<file path="src/rtl/jtag_tap_ctrl.sv">
// TAP controller for the s9234 test wrapper: 16-state TMS-driven FSM, 2-bit
// instruction register, per-chain DR enables and TDO multiplexing.
module jtag_tap_ctrl #(
    parameter logic [1:0] IR_RESET   = 2'b10,
    parameter logic [1:0] IR_CAPTURE = 2'b01
) (
    input  logic       TCLK,
    input  logic       TRST,
    input  logic       TMS,
    input  logic       TDI,
    input  logic       TDO_BSR,
    input  logic       TDO_ISR,
    output logic       TDO,
    output logic       TDO_EN,
    output logic [1:0] inst,
    output logic       test_mode,
    output logic       clockdr,
    output logic       shiftdr,
    output logic       updatedr,
    output logic       clockdr_is,
    output logic       shiftdr_is,
    output logic       updatedr_is,
    output logic [3:0] tap_state
);

    typedef enum logic [3:0] {
        TLR   = 4'd0,  RTI   = 4'd1,
        SELDR = 4'd2,  CAPDR = 4'd3,  SHDR  = 4'd4,  EX1DR = 4'd5,
        PAUDR = 4'd6,  EX2DR = 4'd7,  UPDDR = 4'd8,
        SELIR = 4'd9,  CAPIR = 4'd10, SHIR  = 4'd11, EX1IR = 4'd12,
        PAUIR = 4'd13, EX2IR = 4'd14, UPDIR = 4'd15
    } tap_state_e;

    tap_state_e state_q, state_d;
    logic [1:0] ir_stage_q, ir_stage_d;
    logic [1:0] inst_q, inst_d;
    logic       bypass_q, bypass_d;
    logic       bsr_sel_s, isr_sel_s;

    // FSM state register
    always_ff @(posedge TCLK) begin
        if (TRST) begin
            state_q <= TLR;
        end else begin
            state_q <= state_d;
        end
    end

    // TAP next-state decode from TMS
    always_comb begin
        state_d = state_q;
        case (state_q)
            TLR:   state_d = TMS ? TLR   : RTI;
            RTI:   state_d = TMS ? SELDR : RTI;
            SELDR: state_d = TMS ? SELIR : CAPDR;
            CAPDR: state_d = TMS ? EX1DR : SHDR;
            SHDR:  state_d = TMS ? EX1DR : SHDR;
            EX1DR: state_d = TMS ? UPDDR : PAUDR;
            PAUDR: state_d = TMS ? EX2DR : PAUDR;
            EX2DR: state_d = TMS ? UPDDR : SHDR;
            UPDDR: state_d = TMS ? SELDR : RTI;
            SELIR: state_d = TMS ? TLR   : CAPIR;
            CAPIR: state_d = TMS ? EX1IR : SHIR;
            SHIR:  state_d = TMS ? EX1IR : SHIR;
            EX1IR: state_d = TMS ? UPDIR : PAUIR;
            PAUIR: state_d = TMS ? EX2IR : PAUIR;
            EX2IR: state_d = TMS ? UPDIR : SHIR;
            UPDIR: state_d = TMS ? SELDR : RTI;
            default: state_d = TLR;
        endcase
    end

    // Instruction, IR shift stage and bypass registers
    always_ff @(posedge TCLK) begin
        if (TRST) begin
            ir_stage_q <= 2'b00;
            inst_q     <= IR_RESET;
            bypass_q   <= 1'b0;
        end else begin
            ir_stage_q <= ir_stage_d;
            inst_q     <= inst_d;
            bypass_q   <= bypass_d;
        end
    end

    // Register updates; inst only moves in TLR and UpdIR so the chain select
    // stays fixed across an entire DR scan
    always_comb begin
        ir_stage_d = ir_stage_q;
        inst_d     = inst_q;
        bypass_d   = bypass_q;
        case (state_q)
            TLR:   inst_d     = IR_RESET;
            CAPIR: ir_stage_d = IR_CAPTURE;
            SHIR:  ir_stage_d = {TDI, ir_stage_q[1]};
            UPDIR: inst_d     = ir_stage_q;
            CAPDR: bypass_d   = 1'b0;
            SHDR:  bypass_d   = TDI;
            default: begin
                ir_stage_d = ir_stage_q;
            end
        endcase
    end

    assign bsr_sel_s = ~inst_q[1];
    assign isr_sel_s = (inst_q == 2'b11);

    assign clockdr     = bsr_sel_s & ((state_q == CAPDR) | (state_q == SHDR));
    assign shiftdr     = bsr_sel_s & (state_q == SHDR);
    assign updatedr    = bsr_sel_s & (state_q == UPDDR);
    assign clockdr_is  = isr_sel_s & ((state_q == CAPDR) | (state_q == SHDR));
    assign shiftdr_is  = isr_sel_s & (state_q == SHDR);
    assign updatedr_is = isr_sel_s & (state_q == UPDDR);

    assign TDO_EN    = (state_q == SHDR) | (state_q == SHIR);
    assign inst      = inst_q;
    assign test_mode = (inst_q == 2'b00) | (inst_q == 2'b11);
    assign tap_state = state_q;

    // Serial output mux
    always_comb begin
        TDO = 1'b0;
        if (state_q == SHIR) begin
            TDO = ir_stage_q[0];
        end else if (state_q == SHDR) begin
            if (isr_sel_s) begin
                TDO = TDO_ISR;
            end else if (bsr_sel_s) begin
                TDO = TDO_BSR;
            end else begin
                TDO = bypass_q;
            end
        end else begin
            TDO = 1'b0;
        end
    end

endmodule

</file>
<file path="config.mk">
export PLATFORM = sky130hd
export DESIGN_NAME = jtag_tap_ctrl
export DESIGN_NICKNAME = d
export VERILOG_FILES = /design/src/rtl/jtag_tap_ctrl.sv
export SDC_FILE = /design/constraint.sdc
export NUM_CORES = 1
export LEC_CHECK = 0
export CAP_MARGIN = 20
export CORE_MARGIN = 2
export CORE_UTILIZATION = 45
export CTS_CLUSTER_SIZE = 28
export DETAILED_ROUTE_END_ITERATION = 10
export PLACE_DENSITY_LB_ADDON = 0.05
export SLEW_MARGIN = 20
export SYNTH_ARGS = -nofsm -noshare
export SYNTH_HDL_FRONTEND = slang
export SYNTH_SLANG_ARGS = --single-unit
</file>
<file path="constraint.sdc">
create_clock -name TCLK -period 1.5 [get_ports TCLK]
set_input_delay 0.3 -clock TCLK [delete_from_list [all_inputs] [get_ports TCLK]]
set_output_delay 0.3 -clock TCLK [all_outputs]
set_load 0.05 [all_outputs]
</file>
# --- Word-level counts from Yosys, hierarchy flattened ---
# Cells that the tools add are included.
totals:
  regBits: 9
  input_bits: 6
  out_inout_bits: 15
  wordCells: 58
op_classes:
  n_eq_ne: 16
  mux: 20
  bitwise: 10
  reduce_logical: 8
ops:
  columns: ["cell", "n"]
  rows:
  - ["$pmux W4 S12", 1]
  - ["$eq A4 B4 Y1 const B", 8]
  - ["$eq A4 B3 Y1 const B", 4]
  - ["$mux W4", 4]
  - ["$eq A4 B2 Y1 const B", 2]
  - ["$pmux W2 S2", 2]
  - ["$mux W1", 7]
  - ["$and A1 B1 Y1", 6]
  - ["$mux W2", 3]
  - ["$mux W3", 2]
  - ["$reduce_bool A2 Y1", 3]
  - ["$eq A4 B1 Y1 const B", 1]
  - ["$logic_not A4 Y1", 1]
  - ["$reduce_or A2 Y1", 2]
  - ["$or A1 B1 Y1", 3]
  - ["$reduce_or A3 Y1", 1]
  - ["$eq A2 B2 Y1 const B", 1]
  - ["$logic_not A2 Y1", 1]
  - ["$pmux W1 S2", 1]
  - ["$not A1 Y1", 1]

# --- Longest topological paths before layout ---
# Gate-level depths: netlist of run 1.
depth:
  depth_word: 4
  depth_mapped: 5
  mapped_depth_nobuf: 4

# --- Worst setup path after synthesis of run 1 ---
# Ideal clock, no wire load.
synth_path:
  kind: "register to output"
  from: "reg state_q[2] (netlist: tap_state[2])"
  to: "out shiftdr"
  t_arrival_ps: 1942
  required_ps: 1200
  setup_slack_ps: -742
  path_stages_with_launch: 4
  path_buffers: 1
  path_cell_list: "dfxtp_1 buf_2 nor4b_2 nor2b_1"
synth_via:
  elab_chain_cells: 2
synth_rtl:
  columns: ["element", "line_no", "rtl"]
  rows:
  - ["start: declaration", "34", "tap_state_e state_q, state_d;"]
  - ["start signal: assignment", "45", "state_q <= state_d;"]
  - ["$eq A4 B3 Y1", "109", "assign shiftdr = bsr_sel_s & (state_q == SHDR);"]
  - ["$and A1 B1 Y1", "109", null]
  - ["end: declaration", "18", "output logic shiftdr,"]
# Every way passes these cells.

# --- Worst setup path in the final report of run 1 ---
layout_path:
  from: "reg state_q[2] (netlist: tap_state[2])"
  to: "out TDO_EN"
layout_via:
  elab_chain_cells: 2
  elab_cells_between_ends: 3
  cone_classes: "eq/ne (2); bitwise (1)"
layout_rtl:
  columns: ["element", "line_no", "rtl"]
  rows:
  - ["$eq A4 B3 Y1 / $eq A4 B4 Y1 (equally long branches)", "115", "assign TDO_EN = (state_q == SHDR) | (state_q == SHIR);"]
  - ["$or A1 B1 Y1 (*)", "115", null]
  - ["end: declaration", "14", "output logic TDO_EN,"]
# Mark *: on every way between the ends. The rest lies on a longest branch, timed or not.

==> summary.md, run 1 <==
| Metric | Value |
|---|---|
| Sw Pwr | `0.278 mW` |
| Fillers | `88` |
| Initial DRC count | `29` |
| Worst Setup End Kind | `output pin` |
| Failing checks | `negative setup slack` |
| Max transition margin | `80.3%` |
| Starting density of the core | `47.8%` |
| Final Util | `83.0%` |
| Register area | `198 um2` |
| Hold Startpoint | `bypass_q` |
| Number of synthesized register bits | `9` |
| Clk pwr share | `25.1%` |
| Most frequent cells in the layout | `buf_12, buf_4, inv_1` |
| Sw Ratio | `35.6%` |
| Antenna cells | `0` |
| Max clock buf depth | `2` |
| Die X | `roughly 44 um` |
| Max Cap Viol | `0` |
| CTS root buffer | `clkbuf_4` |
| Async S/R FF share, synth | `0%` |
| Setup ws final | `-0.277 ns` |
| Crit-path max FO | `10` |
| Hold depth | `2` |
| CP required | `1.20 ns` |
| Final setup fails | `8` |
| Residual DRC | `0` |
| DIE AREA | `1920 um2` |
| Worst-Skew Late Latency | `0.27 ns` |
| Hold slack | `between 0.4 and 0.5 ns` |
| Vias in the first global route | `~730` |
| Period utilisation layout | `118%` |
| Hold EP | `bypass_q` |
| Total number of vias | `760` |
| Overall power | `slightly below 0.8 mW` |
| Top Ports | `21` |
| Drt first pass iters | `4` |
| WL/cell | `15.6 um` |
| Area occupied by multi-input gates | `507 um2` |
| Sequential element share of the synthesized area | `25.3%` |
| DP Wirelength | `1610 um` |
| Placed cells | `126` |
| CP arrival | `about 1.5 ns` |
| Final count of pins violating max slew | `0` |
| Skew final | `0.00472 ns` |
| Critical R2R Capture | `inst[1]` |
| Final non-filler cell total | `131` |
| Logic gate share of total power | `between 40% and 50%` |
| Leak | `~0.47 nW` |
| Largest net degree at the start of global routing | `14` |
| R2R Setup Slk | `approximately 0.16 ns` |
| GRT Util Overall | `a little under a quarter` |
| Number of H-tree levels | `1` |
| Port Buf Inserts | `20` |
| Peak VDD IR | `0.474 mV` |
| FP Rows | `14` |
| Clk slew on worst S/H paths | `approximately 0.060 ns` |
| Final ANT Viol Nets | `0` |
| Grt total ovfl | `0` |
| Setup_tns | `-1.93 ns` |
| Worst hold path class | `flip-flop to flip-flop` |
| Core Region | `1490 um2` |
| Post-route minimum period | `approximately 1.8 ns` |
| Flop pwr share | `33.0%` |
| Pint | `0.502 mW` |
| Post-place instance area | `1180 um2` |
| Worst setup SP type | `flip-flop` |
| Post-Synthesis Cells | `85` |
| Share of layout cells above drive strength 1 | `49.6%` |
| Pre-CTS WS | `-0.153 ns` |
| Power density of the placed cells | `630 nW/um2` |
| Post-Layout Inst Area | `1240 um2` |
| Worst Tran Pin Value | `0.294 ns` |
| GP Congestion | `0.836` |
| Initial antenna violation count | `0` |
| First-pass GRT wire length | `3310 um` |
| Worst R2R Start | `tap_state[1]` |
| Clock sinks | `9` |
| Syn_nets | `92` |
| Mapped Avg Cell Area | `8.38 um2` |
| Crit Path Class | `flip-flop to output pin` |
| Die height | `43.8 um` |
| Fin. Hold Viols | `0` |
| Final net count | `123` |
| Area Overhead vs Synth | `73.6%` |
| Outcome | `finished with violations` |
| RSZ-0062 raised after global routing | `true` |
| Fmax | `563 MHz` |
| Post-synth cell types | `43` |
| Reg2reg path depth | `4` |
| DR vias/cell | `5.80` |
| Num CTS Buffers | `3` |
| Primary FF master, synth | `dfxtp_1` |
| CTS tree | `yes` |
| Yosys warns | `0` |
| Post-synth EDFFs | `0` |
| Mapped Area | `712 um2` |
| Detailed-route wire length | `2040 um` |
==> power groups by stage <==
| stage | Sequential, mW | Combinational, mW | Clock, mW |
|---|---|---|---|
| finish | 0.257 | 0.326 | 0.195 |
| global route | 0.259 | 0.347 | 0.205 |
| CTS | 0.258 | 0.318 | 0.198 |
| detailed placement | 0.264 | 0.314 | 0 |
| global placement | 0.263 | 0.307 | 0 |
| floorplan | 0.305 | 0.162 | 0 |
==> how the worst max path moves through the flow <==
stage,start,endpoint,depth (start not counted)
6_report,tap_state[2],TDO_EN,4
5_1_grt,tap_state[2],shiftdr,5
4_1_cts,tap_state[1],clockdr,4
3_5_place_dp,TDO_BSR,TDO,5
3_3_place_gp,TDO_BSR,TDO,5
2_1_floorplan,tap_state[2],clockdr,4
==> area by class of cell <==
cell class / count / area share [%]
multi-input cells: 61 / 41.0
flip-flops and latches: 9 / 16.0
clock buffers: 4 / 2.13
repair buffers: 35 / 37.4
inverters: 6 / 1.82
well taps: 16 / 1.62
==> sequential cells by signal, indices dropped and copies added (netlist names) <==
| register | count |
|---|---|
| bypass_q | 1 |
| inst | 2 |
| tap_state | 4 |
| ir_stage_q | 2 |
==> cells by family after synthesis <==
family / count (synthesis) / share of synthesized area, %
fa+ha+maj: 1 / 1.76
buf+inv: 15 / 11.6
xor+xnor: 1 / 1.23
compound gates: 24 / 29.4
flops: 9 / 25.3
simple gates: 34 / 29.3
mux: 1 / 1.41
==> synth_stat cells, types with 2 or more instances <==
cell type,instances,area (um2)
dfxtp_1,9,180
inv_1,6,22.5
nand2_1,6,22.5
a21oi_1,5,25.0
nor2_1,5,18.8
buf_4,4,30.0
nand2b_1,4,25.0
buf_2,3,15.0
a211oi_1,2,15.0
and2_1,2,12.5
and2b_1,2,15.0
nand3b_1,2,15.0
nand4_1,2,12.5
nor3_1,2,10.0
nor4b_1,2,17.5
o21ai_1,2,10.0
==> critical path: stages, from the launching register on <==
cell,delay [ns]
dfxtp_4,0.34
buf_4,0.17
and2b_2,0.27
a31o_2,0.27
buf_12,0.15
==> layer usage <==
metal / share of wire, % / wire length, um / GRT usage [%] / up-vias
li1: - / - / - / 370
met1: 41 / 830 / 28.5 / 350
met2: 50 / 1020 / 37.9 / 29
met3: 4.9 / 101 / 4.58 / 11
met4: 4.3 / 88 / 15.2 / 0
met5: 0 / 0 / 0 / -
==> what timing repair did <==
action | CTS | global route
setup buffers | 1 | 0
resized for setup | 1 | 4
hold buffers | 0 | 0
hold endpoints to repair | 0 | 0
pin swaps | 2 | 1
cloned | 0 | 0
endpoints found under the setup margin | 8 | 9
Power figures use the tool's default switching activity.
==> inputs of run 2 (changes only) <==
--- a/config.mk
+++ b/config.mk
@@ -11,7 +11,7 @@
 export CTS_CLUSTER_SIZE = 28
 export DETAILED_ROUTE_END_ITERATION = 10
 export PLACE_DENSITY_LB_ADDON = 0.05
-export SLEW_MARGIN = 20
+export SLEW_MARGIN = 30
 export SYNTH_ARGS = -nofsm -noshare
 export SYNTH_HDL_FRONTEND = slang
 export SYNTH_SLANG_ARGS = --single-unit
==> results of run 2 <==
Same layout as run 1: the final DEF is identical, and so are final timing and power.
